===== src/rtl/interrupt_dispatcher_pkg.sv =====
// Shared types for the interrupt dispatcher: FSM state encoding and encode widths.
package interrupt_dispatcher_pkg;

  localparam int SVC_WIDTH = 32;
  localparam int ID_WIDTH  = $clog2(SVC_WIDTH);

  typedef enum logic [2:0] {
    IDLE,
    CAPTURE,
    DISPATCH,
    SERVICE,
    CLEAR,
    HOLDOFF
  } disp_state_t;

endpackage


===== src/rtl/irq_onehot_encode.sv =====
// Combinational 32->5 encoder; valid only when exactly one bit is set.
module irq_onehot_encode
  import interrupt_dispatcher_pkg::*;
(
  input  logic [SVC_WIDTH-1:0] word,
  output logic [ID_WIDTH-1:0]  index,
  output logic                 valid,
  output logic                 zero
);

  logic [ID_WIDTH:0] ones;

  // OR-ing indices is exact for one-hot words; other words are flagged invalid anyway
  always_comb begin
    ones  = '0;
    index = '0;
    for (int i = 0; i < SVC_WIDTH; i++) begin
      if (word[i]) begin
        ones  = ones + 1'b1;
        index = index | ID_WIDTH'(i);
      end
    end
  end

  assign valid = (ones == (ID_WIDTH + 1)'(1));
  assign zero  = (word == '0);

endmodule


===== src/rtl/interrupt_dispatcher.sv =====
// Processor-side responder: captures the controller's service word, dispatches it
// to the handler over req/ack, waits for done (with timeout) and pulses the clear.
module interrupt_dispatcher
  import interrupt_dispatcher_pkg::*;
#(
  parameter int TIMEOUT_CYCLES = 1024,
  parameter int HOLDOFF_CYCLES = 4,
  parameter int CNT_WIDTH      = 16
) (
  input  logic                 clk,
  input  logic                 rst_n,
  input  logic                 proc_interrupt,
  input  logic [SVC_WIDTH-1:0] interrupt_serviceInterrupt,
  output logic                 interrupt_clear,
  input  logic                 dispatch_en,
  output logic                 irq_req,
  output logic [ID_WIDTH-1:0]  irq_id,
  input  logic                 irq_ack,
  input  logic                 irq_done,
  output logic                 busy,
  output logic                 timeout_flag,
  input  logic                 timeout_clr,
  output logic [CNT_WIDTH-1:0] serviced_cnt,
  output logic [7:0]           spurious_cnt
);

  localparam int TCNT_W = $clog2(TIMEOUT_CYCLES + 1);
  localparam int HCNT_W = $clog2(HOLDOFF_CYCLES + 1);

  disp_state_t         state;
  logic                proc_interrupt_d;
  logic                pending;
  logic                rise;
  logic [TCNT_W-1:0]   tmo_cnt;
  logic [HCNT_W-1:0]   hold_cnt;
  logic [ID_WIDTH-1:0] svc_index;
  logic                svc_valid;
  logic                svc_zero;
  logic                spurious;
  logic                timeout_hit;
  logic                hold_done;

  // The word is encoded straight off the input while in CAPTURE; only the id is kept
  irq_onehot_encode u_encode (
    .word  (interrupt_serviceInterrupt),
    .index (svc_index),
    .valid (svc_valid),
    .zero  (svc_zero)
  );

  assign rise        = proc_interrupt & ~proc_interrupt_d;
  assign spurious    = svc_zero | ~svc_valid;
  assign timeout_hit = (tmo_cnt == TCNT_W'(TIMEOUT_CYCLES - 1));
  assign hold_done   = (hold_cnt == HCNT_W'(HOLDOFF_CYCLES - 1));
  assign busy        = (state != IDLE);

  always_ff @(posedge clk or negedge rst_n) begin
    if (!rst_n) begin
      state            <= IDLE;
      proc_interrupt_d <= 1'b0;
      pending          <= 1'b0;
      irq_req          <= 1'b0;
      irq_id           <= '0;
      interrupt_clear  <= 1'b0;
      timeout_flag     <= 1'b0;
      serviced_cnt     <= '0;
      spurious_cnt     <= '0;
      tmo_cnt          <= '0;
      hold_cnt         <= '0;
    end else begin
      proc_interrupt_d <= proc_interrupt;
      interrupt_clear  <= 1'b0;
      if (rise) pending <= 1'b1;
      if (timeout_clr) timeout_flag <= 1'b0;

      case (state)
        IDLE: begin
          // A rise landing on the launch cycle keeps pending set for a later service
          if (pending && dispatch_en) begin
            pending <= rise;
            state   <= CAPTURE;
          end
        end
        CAPTURE: begin
          if (spurious) begin
            if (spurious_cnt != 8'hFF) spurious_cnt <= spurious_cnt + 1'b1;
            interrupt_clear <= 1'b1;
            state           <= CLEAR;
          end else begin
            irq_id  <= svc_index;
            irq_req <= 1'b1;
            state   <= DISPATCH;
          end
        end
        DISPATCH: begin
          if (irq_ack) begin
            irq_req <= 1'b0;
            tmo_cnt <= '0;
            state   <= SERVICE;
          end
        end
        SERVICE: begin
          // done wins over a same-cycle timeout
          if (irq_done) begin
            if (serviced_cnt != '1) serviced_cnt <= serviced_cnt + 1'b1;
            interrupt_clear <= 1'b1;
            state           <= CLEAR;
          end else if (timeout_hit) begin
            if (!timeout_clr) timeout_flag <= 1'b1;
            interrupt_clear <= 1'b1;
            state           <= CLEAR;
          end else begin
            tmo_cnt <= tmo_cnt + 1'b1;
          end
        end
        CLEAR: begin
          hold_cnt <= '0;
          state    <= HOLDOFF;
        end
        HOLDOFF: begin
          if (hold_done) state <= IDLE;
          else           hold_cnt <= hold_cnt + 1'b1;
        end
        default: state <= IDLE;
      endcase
    end
  end

endmodule


===== config.mk =====
export PLATFORM = sky130hd
export DESIGN_NAME = interrupt_dispatcher
export DESIGN_NICKNAME = d
export VERILOG_FILES = /design/src/rtl/interrupt_dispatcher_pkg.sv /design/src/rtl/irq_onehot_encode.sv /design/src/rtl/interrupt_dispatcher.sv
export SDC_FILE = /design/constraint.sdc
export NUM_CORES = 1
export LEC_CHECK = 0
export BUFFER_PORTS_ARGS = -buffer_cell sky130_fd_sc_hd__buf_2
export CORE_UTILIZATION = 65
export CTS_CLUSTER_SIZE = 40
export DETAILED_ROUTE_END_ITERATION = 16
export GPL_TIMING_DRIVEN = 0
export PLACE_DENSITY = 0.95
export SLEW_MARGIN = 10
export SYNTH_ARGS = -nofsm -noshare
export SYNTH_HDL_FRONTEND = slang
export SYNTH_SLANG_ARGS = --single-unit

===== constraint.sdc =====
create_clock -name clk -period 5.1 [get_ports clk]
set_clock_uncertainty 0.1 [all_clocks]
set_input_delay 1.53 -clock clk [delete_from_list [all_inputs] [get_ports clk]]
set_output_delay 1.53 -clock clk [all_outputs]
set_load 0.005 [all_outputs]

=== Word level (Yosys, flattened, before mapping) ===
Cells that the tools add are included.

* Flip-flop bits (word level): 51
* Input bits: 39
* Output and inout bits: 33
* Word-level logic and storage cells: 214

* Add/subtract/negate cells: 35
* Equality and inequality tests: 22
* Mux-type cells: 128
* Bitwise gates (word level): 4
* Reductions and logical operators: 14

{| class="wikitable"
|+ Operators with widths
! kind !! number
|-
| 6-bit 2-to-1 mux || 31
|-
| 6-bit by 1-bit adder with 6-bit output (second input constant) || 30
|-
| 5-bit 2-to-1 mux || 18
|-
| 16-bit 2-to-1 mux || 5
|-
| 11-bit 2-to-1 mux || 7
|-
| 3-bit 2-to-1 mux || 19
|-
| 8-bit 2-to-1 mux || 5
|-
| 32-bit zero test || 1
|-
| 4-bit 2-to-1 mux || 8
|-
| 1-bit 2-to-1 mux || 28
|-
| 2-bit != test (second input constant) || 11
|-
| 11-bit case mux with 2 select lines || 1
|-
| 3-bit case mux with 6 select lines || 1
|-
| 16-bit by 1-bit adder with 16-bit output (second input constant) || 1
|-
| 16-bit != test (second input constant) || 1
|-
| 11-bit by 1-bit adder with 11-bit output (second input constant) || 1
|-
| 11-bit by 10-bit equality test with 1-bit output (second input constant) || 1
|-
| 3-bit by 2-bit equality test with 1-bit output (second input constant) || 3
|-
| 3-bit AND reduction || 3
|-
| 8-bit by 1-bit adder with 8-bit output (second input constant) || 1
|-
| 8-bit != test (second input constant) || 1
|-
| 4-bit AND reduction || 2
|-
| 3-bit equality test (second input constant) || 2
|-
| 6-bit by 1-bit equality test with 1-bit output (second input constant) || 1
|-
| other kinds (15) || 21
|}

=== Depth between registers and ports, before layout ===
Gate-level depths: netlist (run 1).

* Depth in word-level cells: 70
* Depth in mapped cells: 105
* Depth with buffers taken out: 105

=== Hierarchy ===
Synthesis (run 1) repeated with hierarchy kept, for this count alone.

* Cells, all modules: 801
* Area, all modules: 6,929.1 sq um

{| class="wikitable"
|+ By module, submodules not included
! module !! times used !! cells an instance !! area an instance (sq um) !! seq. area each (sq um)
|-
| irq_onehot_encode || 1 || 566 || 4,361.7 || 0.0
|-
| interrupt_dispatcher || 1 || 235 || 2,567.5 || 1,276.2
|}

=== Worst setup path before layout (run 1) ===
Ideal clock, no wire load.

* Path kind: input port to flip-flop
* From: input port interrupt_serviceInterrupt[0]
* To: register spurious_cnt[1]
* Library setup time: 0.128 ns
* Arrival time: 18.579 ns
* Slack: -13.706 ns
* Stages on the path: 103
* Buffers on the path: 0
* Path through: ha_1 or2_2 nand2_1 inv_1 ha_1 nand2_1 o21ai_0 ha_1 mux2_2 ha_1 a32oi_1 nand2_1 ha_1 nor2b_1 a21oi_1 ha_1 nand2b_1 nand2_1 [... 67 more ...] a21oi_1 inv_1 ha_1 nand2_1 o21ai_0 ha_1 mux2_2 ha_1 nand2_1 mux2_2 o22ai_1 a32oi_1 o21ai_0 o211ai_1 nor3_1 mux2_4 nor2_1 mux2_1

* Word-level cells in the longest chain between the ends: 68

{| class="wikitable"
|+ Ends and longest elaborated chain
! what !! RTL line !! RTL
|-
| start, declared || interrupt_dispatcher.sv:13 || <nowiki>input logic [SVC_WIDTH-1:0] interrupt_serviceInterrupt,</nowiki>
|-
| 1-bit 2-to-1 mux || irq_onehot_encode.sv:18 || <nowiki>if (word[i]) begin</nowiki>
|-
| 1-bit by 1-bit adder with 2-bit output || irq_onehot_encode.sv:19 || <nowiki>ones = ones + 1'b1;</nowiki>
|-
| 6-bit 2-to-1 mux || irq_onehot_encode.sv:18 ||
|-
| 6-bit by 1-bit adder with 6-bit output || irq_onehot_encode.sv:19 ||
|-
| 6-bit 2-to-1 mux || irq_onehot_encode.sv:18 ||
|-
| 6-bit by 1-bit adder with 6-bit output || irq_onehot_encode.sv:19 ||
|-
| 6-bit 2-to-1 mux || irq_onehot_encode.sv:18 ||
|-
| 6-bit by 1-bit adder with 6-bit output || irq_onehot_encode.sv:19 ||
|-
| [... 52 more ...] || - ||
|-
| 6-bit 2-to-1 mux || irq_onehot_encode.sv:18 ||
|-
| 6-bit by 1-bit adder with 6-bit output || irq_onehot_encode.sv:19 ||
|-
| 6-bit 2-to-1 mux || irq_onehot_encode.sv:18 ||
|-
| 6-bit by 1-bit equality test with 1-bit output || irq_onehot_encode.sv:25 || <nowiki>assign valid = (ones == (ID_WIDTH + 1)'(1));</nowiki>
|-
| 1-bit inverter || interrupt_dispatcher.sv:52 || <nowiki>assign spurious = svc_zero | ~svc_valid;</nowiki>
|-
| 1-bit OR * || interrupt_dispatcher.sv:52 ||
|-
| 2-bit != test (no source line) * || - ||
|-
| 3-bit AND reduction (no source line) * || - ||
|-
| end signal, assigned || interrupt_dispatcher.sv:86 || <nowiki>if (spurious_cnt != 8'hFF) spurious_cnt <= spurious_cnt + 1'b1;</nowiki>
|-
| end, declared || interrupt_dispatcher.sv:24 || <nowiki>output logic [7:0] spurious_cnt</nowiki>
|}

Mark *: on every way between the ends. The rest lies on a longest branch, timed or not.
A chain may end at the register's enable or synchronous reset.

=== Worst setup path in the final report (run 1) ===
* From: input port interrupt_serviceInterrupt[1]
* To: register irq_id[2]

* Word-level cells in the longest chain between the ends: 66

{| class="wikitable"
|+ Ends and longest elaborated chain
! what !! RTL line !! RTL
|-
| 6-bit 2-to-1 mux || irq_onehot_encode.sv:18 ||
|-
| 6-bit by 1-bit adder with 6-bit output || irq_onehot_encode.sv:19 ||
|-
| 6-bit 2-to-1 mux || irq_onehot_encode.sv:18 ||
|-
| 6-bit by 1-bit adder with 6-bit output || irq_onehot_encode.sv:19 ||
|-
| 6-bit 2-to-1 mux || irq_onehot_encode.sv:18 ||
|-
| 6-bit by 1-bit adder with 6-bit output || irq_onehot_encode.sv:19 ||
|-
| 6-bit 2-to-1 mux || irq_onehot_encode.sv:18 ||
|-
| 6-bit by 1-bit adder with 6-bit output || irq_onehot_encode.sv:19 ||
|-
| [... 50 more ...] || - ||
|-
| 6-bit 2-to-1 mux || irq_onehot_encode.sv:18 ||
|-
| 6-bit by 1-bit adder with 6-bit output || irq_onehot_encode.sv:19 ||
|-
| 6-bit 2-to-1 mux || irq_onehot_encode.sv:18 ||
|-
| 6-bit by 1-bit equality test with 1-bit output || irq_onehot_encode.sv:25 ||
|-
| 1-bit inverter || interrupt_dispatcher.sv:52 ||
|-
| 1-bit OR * || interrupt_dispatcher.sv:52 ||
|-
| 2-bit != test (no source line) * || - ||
|-
| 2-bit AND reduction (no source line) * || - ||
|-
| end signal, assigned || interrupt_dispatcher.sv:90 || <nowiki>irq_id <= svc_index;</nowiki>
|-
| end, declared || interrupt_dispatcher.sv:17 || <nowiki>output logic [ID_WIDTH-1:0] irq_id,</nowiki>
|}

Marks and branches as above.

==> results of run 1 <==
[path summary, 6_finish.rpt]
path / from / to / slack [ns] / depth (start not counted)
min in group asynchronous: rst_n / interrupt_clear$_DFF_PN0_ / 1.31 / 1
setup / recovery: interrupt_serviceInterrupt[1] / irq_id[2]$_DFFE_PN0P_ / -13.48 / 103
setup reg to reg: state[0]$_DFFE_PN0P_ / tmo_cnt[9]$_DFFE_PN0P_ / 1.93 / 10
hold reg to reg: proc_interrupt_d$_DFF_PN0_ / pending$_DFF_PN0_ / 0.39 / 1
max in group asynchronous: rst_n / pending$_DFF_PN0_ / 2.90 / 1
hold / removal: proc_interrupt_d$_DFF_PN0_ / pending$_DFF_PN0_ / 0.39 / 1
[routing by layer]
metal	up-vias	wire, microns	global-route usage
li1	3244	-	-
met1	3595	8708	0.4170
met2	725	11420	0.6358
met3	245	2796	0.05677
met4	0	1926	0.1871
met5	-	0	0
[worst register-to-register path: cells and delay by family, from the launching register on]
family	cells	cell delay [ns]
simple gates	8	2.10
flops	1	0.36
buf+inv	1	0.34
xor+xnor	1	0.15
[Yosys cell counts (all sizes together) (6+ instances only)]
| cell | n |
|---|---|
| a21oi | 31 |
| and3 | 15 |
| mux2i | 11 |
| nand4 | 20 |
| nor2b | 13 |
| xor2 | 56 |
| nand3 | 49 |
| dfrtp | 51 |
| o22ai | 7 |
| xnor2 | 83 |
| nor4 | 8 |
| nand2b | 15 |
| mux2 | 19 |
| clkbuf | 25 |
| xnor3 | 14 |
| and2 | 7 |
| nor3b | 7 |
| o211ai | 7 |
| nand2 | 110 |
| nor2 | 74 |
| a31oi | 11 |
| buf | 9 |
| nor3 | 23 |
| o21ai | 34 |
| or2 | 6 |
| ha | 37 |
| inv | 32 |
[final cells by class]
cell class,count,area [sq um]
Clock buffer,6,82.58
Antenna cell,2,5.005
Fill cell,503,1608
Tap cell,136,170.2
Inverter,32,135.1
Buffer,34,158.9
Multi-Input combinational cell,734,6075
Timing Repair Buffer,113,750.7
Sequential cell,51,1276
Clock inverter,2,16.27
[sequential cells by signal, indices dropped and copies added (netlist names)]
| register | flops |
|---|---|
| timeout_flag | 1 |
| hold_cnt | 3 |
| pending | 1 |
| irq_req | 1 |
| proc_interrupt_d | 1 |
| serviced_cnt | 16 |
| spurious_cnt | 8 |
| irq_id | 5 |
| interrupt_clear | 1 |
| tmo_cnt | 11 |
| state | 3 |
[per-stage QoR]
stage          utilization  instances  cell area (sq um)
4_1_cts             0.8074       1096               8298
3_5_place_dp        0.7443       1044               7650
5_1_grt             0.8433       1109               8667
2_1_floorplan            -        851               7194
6_report            0.8436       1110               8670
3_3_place_gp        0.7443       1044               7650
[cell families after synthesis]
group,count (synthesis)
and+or+nand+nor,367
xor gates and xnor gates,154
AOI/OAI and AO/OA,144
buffers and inverters,66
DFF,51
adders and majority gates,39
muxes,30
[timing repair]
| item | in CTS | in global routing |
|---|---|---|
| gates resized for setup | 46 | 48 |
| pin swaps | 30 | 36 |
| endpoints found under the setup margin | 17 | 17 |
| setup buffers | 44 | 12 |
| hold buffers | 0 | 0 |
| cloned | 0 | 0 |
==> results.rst, run 1 <==
.. list-table::
   :header-rows: 1

   * - Metric
     - Value
   * - Run status
     - finished, violations left
   * - Violated checks
     - negative setup slack
   * - Number of library cell types mapped by synthesis
     - between 80 and 90
   * - Net count reported at finish
     - between 1,000 and 1,500
   * - Die extent in y
     - between 100 and 150 microns
   * - Number of endpoints failing setup at the final stage
     - 17
   * - Final hold slack
     - between 0.3 and 0.4 ns
   * - Post-Syn Area
     - 6884 sq um
   * - Combinational family with the most area after synthesis
     - simple AND/OR/NAND/NOR gates
   * - Number of port buffers
     - 57
   * - Via count
     - a little under 8,000
   * - Share of synthesized cell area in full adder, half adder and majority cells
     - 0.07016
   * - Post-layout min period
     - 18.58 ns
   * - FMAX
     - around 0.054 GHz
   * - Wire length of the first global-routing pass
     - around 32 mm
   * - Number of flops mapped to enable cells by yosys
     - 0
   * - Area enclosed by the die boundary
     - approximately 11,000 sq um
   * - Routability congestion estimate from global placement
     - 0.8869
   * - Kind of launch point of the worst setup path
     - input port
   * - Most frequent cells in the layout
     - sky130_fd_sc_hd__nand2_1, sky130_fd_sc_hd__xnor2_1, sky130_fd_sc_hd__nor2_1
   * - Most common cell after layout, fill and taps aside
     - sky130_fd_sc_hd__nand2_1
   * - Number of primary I/O pins
     - 72
   * - First-pass iteration count of the detailed router
     - 6
   * - Commonest register cell after synthesis
     - sky130_fd_sc_hd__dfrtp_1
   * - Critical path's largest stage delay
     - ~0.38 ns
   * - Setup TNS after final layout
     - -228.03 ns
   * - Synthesized area divided by synthesized cell count
     - 8.089 sq um
   * - Maximum net fanout on the critical path
     - 7
   * - Top cell family by delay on the critical path
     - adder cells
   * - Xor-xnor portion of the synthesized cell area
     - 0.2539
   * - Setup repair after global routing missed its margin
     - yes
   * - Slowest stage cell on the critical path
     - sky130_fd_sc_hd__ha_1
   * - HPWL after detailed placement
     - between 10 and 15 mm
   * - Slew Limit Fails
     - 0
   * - Max-cap viol count
     - 0
   * - Routed wire length
     - around 25 mm
   * - Worst Setup Slack, final
     - -13.48 ns
   * - Fraction of synthesis flops using an asynchronous set or reset pin
     - 1.000
   * - Std-Cell Rows
     - 37
   * - Final ANT Viol Nets
     - 0
   * - Final routed wire length divided by cell count
     - about 22 microns
   * - WP data arrival
     - ~19 ns
   * - Gr usage total
     - 0.3591
   * - Post-synthesis share of cell area spent on and, or, nand and nor gates
     - 0.2628
   * - Share of synthesized area spent on multiplexers
     - 0.04816
   * - Initial antenna violation count
     - 2
   * - Via density
     - roughly 7
   * - Initial core utilization
     - 0.6698
   * - Top cells by area in the synthesized netlist
     - sky130_fd_sc_hd__dfrtp_1, sky130_fd_sc_hd__xnor2_1, sky130_fd_sc_hd__ha_1, sky130_fd_sc_hd__xor2_1, sky130_fd_sc_hd__nand2_1
   * - Clock buffer count from CTS
     - 5
   * - Root Driver
     - sky130_fd_sc_hd__clkbuf_8
   * - Clock tree from TritonCTS
     - yes
   * - Signed area change from the synthesized netlist to the final layout
     - 25.94%
   * - Number of nets in the synthesized netlist
     - slightly above 900
   * - Largest buffer count on any clock path
     - 2
   * - Sequential-to-total area share from yosys stat
     - 0.1854
   * - Number of buffers and inverters on the critical path
     - 7
   * - Category of the worst setup path capture point
     - register
   * - Warnings from Yosys
     - 0
   * - Clock Pin Slew Worst Setup and Hold Paths
     - around 0.10 ns
   * - Total congestion overflow after global routing
     - 0
   * - Pin count of the biggest net entering global routing
     - 52
   * - Synth Register Bits
     - between 50 and 60
   * - Detailed router's first-iteration violation count
     - slightly below 1,000
   * - Die width
     - between 100 and 150 microns
   * - Clock Sink Count
     - 51
   * - Residual DRC count
     - 0
   * - Worst-skew pair later-pin latency
     - between 0.3 and 0.4 ns
   * - Remaining max-slew budget at the tightest pin
     - 0.2657
   * - Synthesized-area fraction occupied by ao, oa, aoi and oai cells
     - 0.1409
   * - Final hold vios
     - 0
   * - Worst setup slack after placement
     - -14.57 ns
   * - Share of cells above drive strength 1
     - 0.2870
   * - Most common cell on crit path
     - sky130_fd_sc_hd__ha_4
   * - Class of the most critical setup path
     - in -> reg
   * - Cells after synthesis
     - ~850
   * - CP Data Required Time
     - around 5.2 ns
   * - Tightest Hold Check Type
     - reg -> reg
   * - Cell accounting for the most synthesized area
     - sky130_fd_sc_hd__dfrtp_1
   * - Tightest Pin Transition
     - approximately 1.1 ns
   * - # H-tree levels
     - 2
   * - Vias in the first global route
     - approximately 7,000
   * - Core region area
     - around 10,000 sq um
   * - Share of the synthesized area in the top cell type
     - 0.1854
   * - Post-route clock period utilization
     - 3.643
Power of run 1 is not shown: default switching activity piles up to over one toggle a cycle in this logic, so the estimate is an artifact.
==> inputs of run 2 (changes only) <==
--- a/config.mk
+++ b/config.mk
@@ -11,6 +11,7 @@
 export DETAILED_ROUTE_END_ITERATION = 16
 export GPL_TIMING_DRIVEN = 0
 export PLACE_DENSITY = 0.95
+export SETUP_SLACK_MARGIN = 0.15
 export SLEW_MARGIN = 10
 export SYNTH_ARGS = -nofsm -noshare
 export SYNTH_HDL_FRONTEND = slang
==> run 2 against run 1 <==
Against the previous run: the run still ends with negative setup slack left; setup slack worse by 0.021 ns; cell count unchanged; maximum frequency down 0.11%; sequential share of layout area unchanged; register-to-register slack better by 0.04 ns; critical path type unchanged.
==> results.rst, run 2 (synthesis results as in run 1) <==
.. list-table::
   :header-rows: 1

   * - Metric
     - Value
   * - Slew Limit Fails
     - 0 (unchanged)
   * - Pin count of the biggest net entering global routing
     - 52 (unchanged)
   * - Final standard cell utilization of the core
     - 0.8436 (unchanged)
   * - Vias in the first global route
     - 7,007 (unchanged)
   * - Clock tree from TritonCTS
     - yes
   * - Tightest Pin Transition
     - 1.114 ns (+0.01227 ns)
   * - Residual DRC count
     - 0 (unchanged)
   * - # H-tree levels
     - 2 (unchanged)
   * - CP Data Required Time
     - 5.21 ns (about the same)
   * - Largest registers
     - serviced_cnt: 16 flops, tmo_cnt: 11 flops, spurious_cnt: 8 flops
   * - First-pass iteration count of the detailed router
     - 7 (+1)
   * - Die extent in y
     - 104.9 microns (unchanged)
   * - Setup TNS after final layout
     - -228.38 ns (-0.3540 ns)
   * - Worst Setup Slack, final
     - -13.50 ns (-0.02130 ns)
   * - Largest buffer count on any clock path
     - 2 (unchanged)
   * - Detailed router's first-iteration violation count
     - 943 (-4.3%)
   * - Worst-skew pair later-pin latency
     - 0.32 ns (about the same)
   * - Max-cap viol count
     - 0 (unchanged)
   * - Tightest Hold Check Type
     - reg -> reg
   * - Run status
     - finished, violations left
   * - Quantity of hold-fixing buffers added after cts
     - 0 (unchanged)
   * - Number of primary I/O pins
     - 72 (unchanged)
   * - Violated checks
     - negative setup slack
   * - Setup repair after global routing missed its margin
     - yes
   * - Die width
     - 104.9 microns (unchanged)
   * - Finished layout cell area
     - 8670 sq um (unchanged)
   * - Total congestion overflow after global routing
     - 0 (unchanged)
   * - Std-Cell Rows
     - 37 (unchanged)
   * - Area of the multi-input gates
     - 6075 sq um (unchanged)
   * - Maximum net fanout on the critical path
     - 7 (unchanged)
   * - Placement Cell Area
     - 7650 sq um (unchanged)
   * - Via density
     - 7.065 (+0.42%)
   * - Slowest stage cell on the critical path
     - sky130_fd_sc_hd__ha_1
   * - Class of the most critical setup path
     - in -> reg
   * - Final hold vios
     - 0 (unchanged)
   * - Register Area
     - 1276 sq um (unchanged)
   * - Final routed wire length divided by cell count
     - 22.26 microns (-0.58%)
   * - Post-route clock period utilization
     - 3.647 (+0.004176)
   * - Gr usage total
     - 0.3591 (unchanged)
   * - Net count reported at finish
     - 1,047 (unchanged)
   * - Clock Pin Slew Worst Setup and Hold Paths
     - 0.10 ns (about the same)
   * - Final hold slack
     - 0.3902 ns (+0.004132 ns)
   * - Initial core utilization
     - 0.6698 (unchanged)
   * - Number of endpoints failing setup at the final stage
     - 17 (unchanged)
   * - Most common cell on crit path
     - sky130_fd_sc_hd__ha_4
   * - Post-layout min period
     - 18.60 ns (+0.02130 ns)
   * - Clock buffer count from CTS
     - 5 (unchanged)
   * - Share of cells above drive strength 1
     - 0.2870 (unchanged)
   * - Most frequent cells in the layout
     - sky130_fd_sc_hd__nand2_1, sky130_fd_sc_hd__xnor2_1, sky130_fd_sc_hd__nor2_1
   * - Wire length of the first global-routing pass
     - 32.24 mm (unchanged)
   * - FMAX
     - 0.05376 GHz (-0.11%)
   * - Critical path's largest stage delay
     - 0.37 ns (about the same)
   * - Slack of the worst reg-to-reg path
     - 1.97 ns (+0.04 ns)
   * - Final ANT Viol Nets
     - 0 (unchanged)
   * - Routed wire length
     - 24.71 mm (-0.58%)
   * - Number of port buffers
     - 57 (unchanged)
   * - Category of the worst setup path capture point
     - register
   * - Core region area
     - 10,280 sq um (unchanged)
   * - HPWL after detailed placement
     - 12.95 mm (unchanged)
   * - Most common cell after layout, fill and taps aside
     - sky130_fd_sc_hd__nand2_1
   * - Flip-flop count of the largest register, all copies and words added
     - 16 (unchanged)
   * - Kind of launch point of the worst setup path
     - input port
   * - Remaining max-slew budget at the tightest pin
     - 0.2575 (-0.008180)
   * - Via count
     - 7,842 (+0.42%)
   * - Root Driver
     - sky130_fd_sc_hd__clkbuf_8
   * - Signed area change from the synthesized netlist to the final layout
     - 25.94% (unchanged)
   * - Register ranked first by flip-flop count
     - serviced_cnt
   * - Area enclosed by the die boundary
     - 11,010 sq um (unchanged)
   * - Routability congestion estimate from global placement
     - 0.8869 (unchanged)
   * - Clock Sink Count
     - 51 (unchanged)
   * - Fill cell count
     - 503 (unchanged)
   * - Initial antenna violation count
     - 2 (unchanged)
   * - WP data arrival
     - 18.71 ns (+0.02 ns)
==> run 2: repair_timing <==
item,in CTS,in global routing
gates cloned,0,0
endpoints found under the setup margin,17,17
buffers inserted,44,12
resized for setup,46,48
pin swaps,30,36
==> run 2: path summary, 6_finish.rpt <==
check                                         startpoint                          end  depth (start not counted)
max                        interrupt_serviceInterrupt[0]        irq_id[2]$_DFFE_PN0P_                        103
min                           proc_interrupt_d$_DFF_PN0_            pending$_DFF_PN0_                          1
max reg2reg                         state[0]$_DFFE_PN0P_       tmo_cnt[9]$_DFFE_PN0P_                         10
min reg2reg                   proc_interrupt_d$_DFF_PN0_            pending$_DFF_PN0_                          1
max in group asynchronous                          rst_n  serviced_cnt[2]$_DFFE_PN0P_                          1
min in group asynchronous                          rst_n    interrupt_clear$_DFF_PN0_                          1
==> run 2: per-layer routing <==
| layer | track usage | vias up | part of all wire |
|---|---|---|---|
| met2 | 0.6358 | 729 | 0.45 |
| met3 | 0.05677 | 263 | 0.11 |
| li1 | - | 3244 | - |
| met4 | 0.1871 | 0 | 0.086 |
| met1 | 0.4170 | 3606 | 0.35 |
| met5 | 0 | - | 0 |
==> run 2: layout make-up <==
cell class | count | share of cell area
multi-input cells | 734 | 0.7007
flip-flops and latches | 51 | 0.1472
repair buffers | 113 | 0.08659
well taps | 136 | 0.01963
plain buffers | 34 | 0.01833
inverters | 32 | 0.01559
clock buffers | 6 | 0.009525
clock inverters | 2 | 0.001876
diodes | 2 | 0.0005773
==> run 2: through the flow <==
step	instances	worst slack, ns
CTS	1096	-12.88
global route	1109	-13.97
global placement	1044	-14.18
detailed placement	1044	-14.57
finish	1110	-13.50
floorplan	851	-12.70
==> run 2: worst max-delay path, delay by kind of cell <==
kind                     cells  cell delay (ns)
adder cells (fa/ha/maj)     29             7.69
multiplexers                 6             1.75
XOR/XNOR                     1             0.20
AND/OR/NAND/NOR             34             3.29
buffers and inverters        7             0.48
AO/OA/AOI/OAI               26             3.76
Power of run 2 is left out for the same reason.
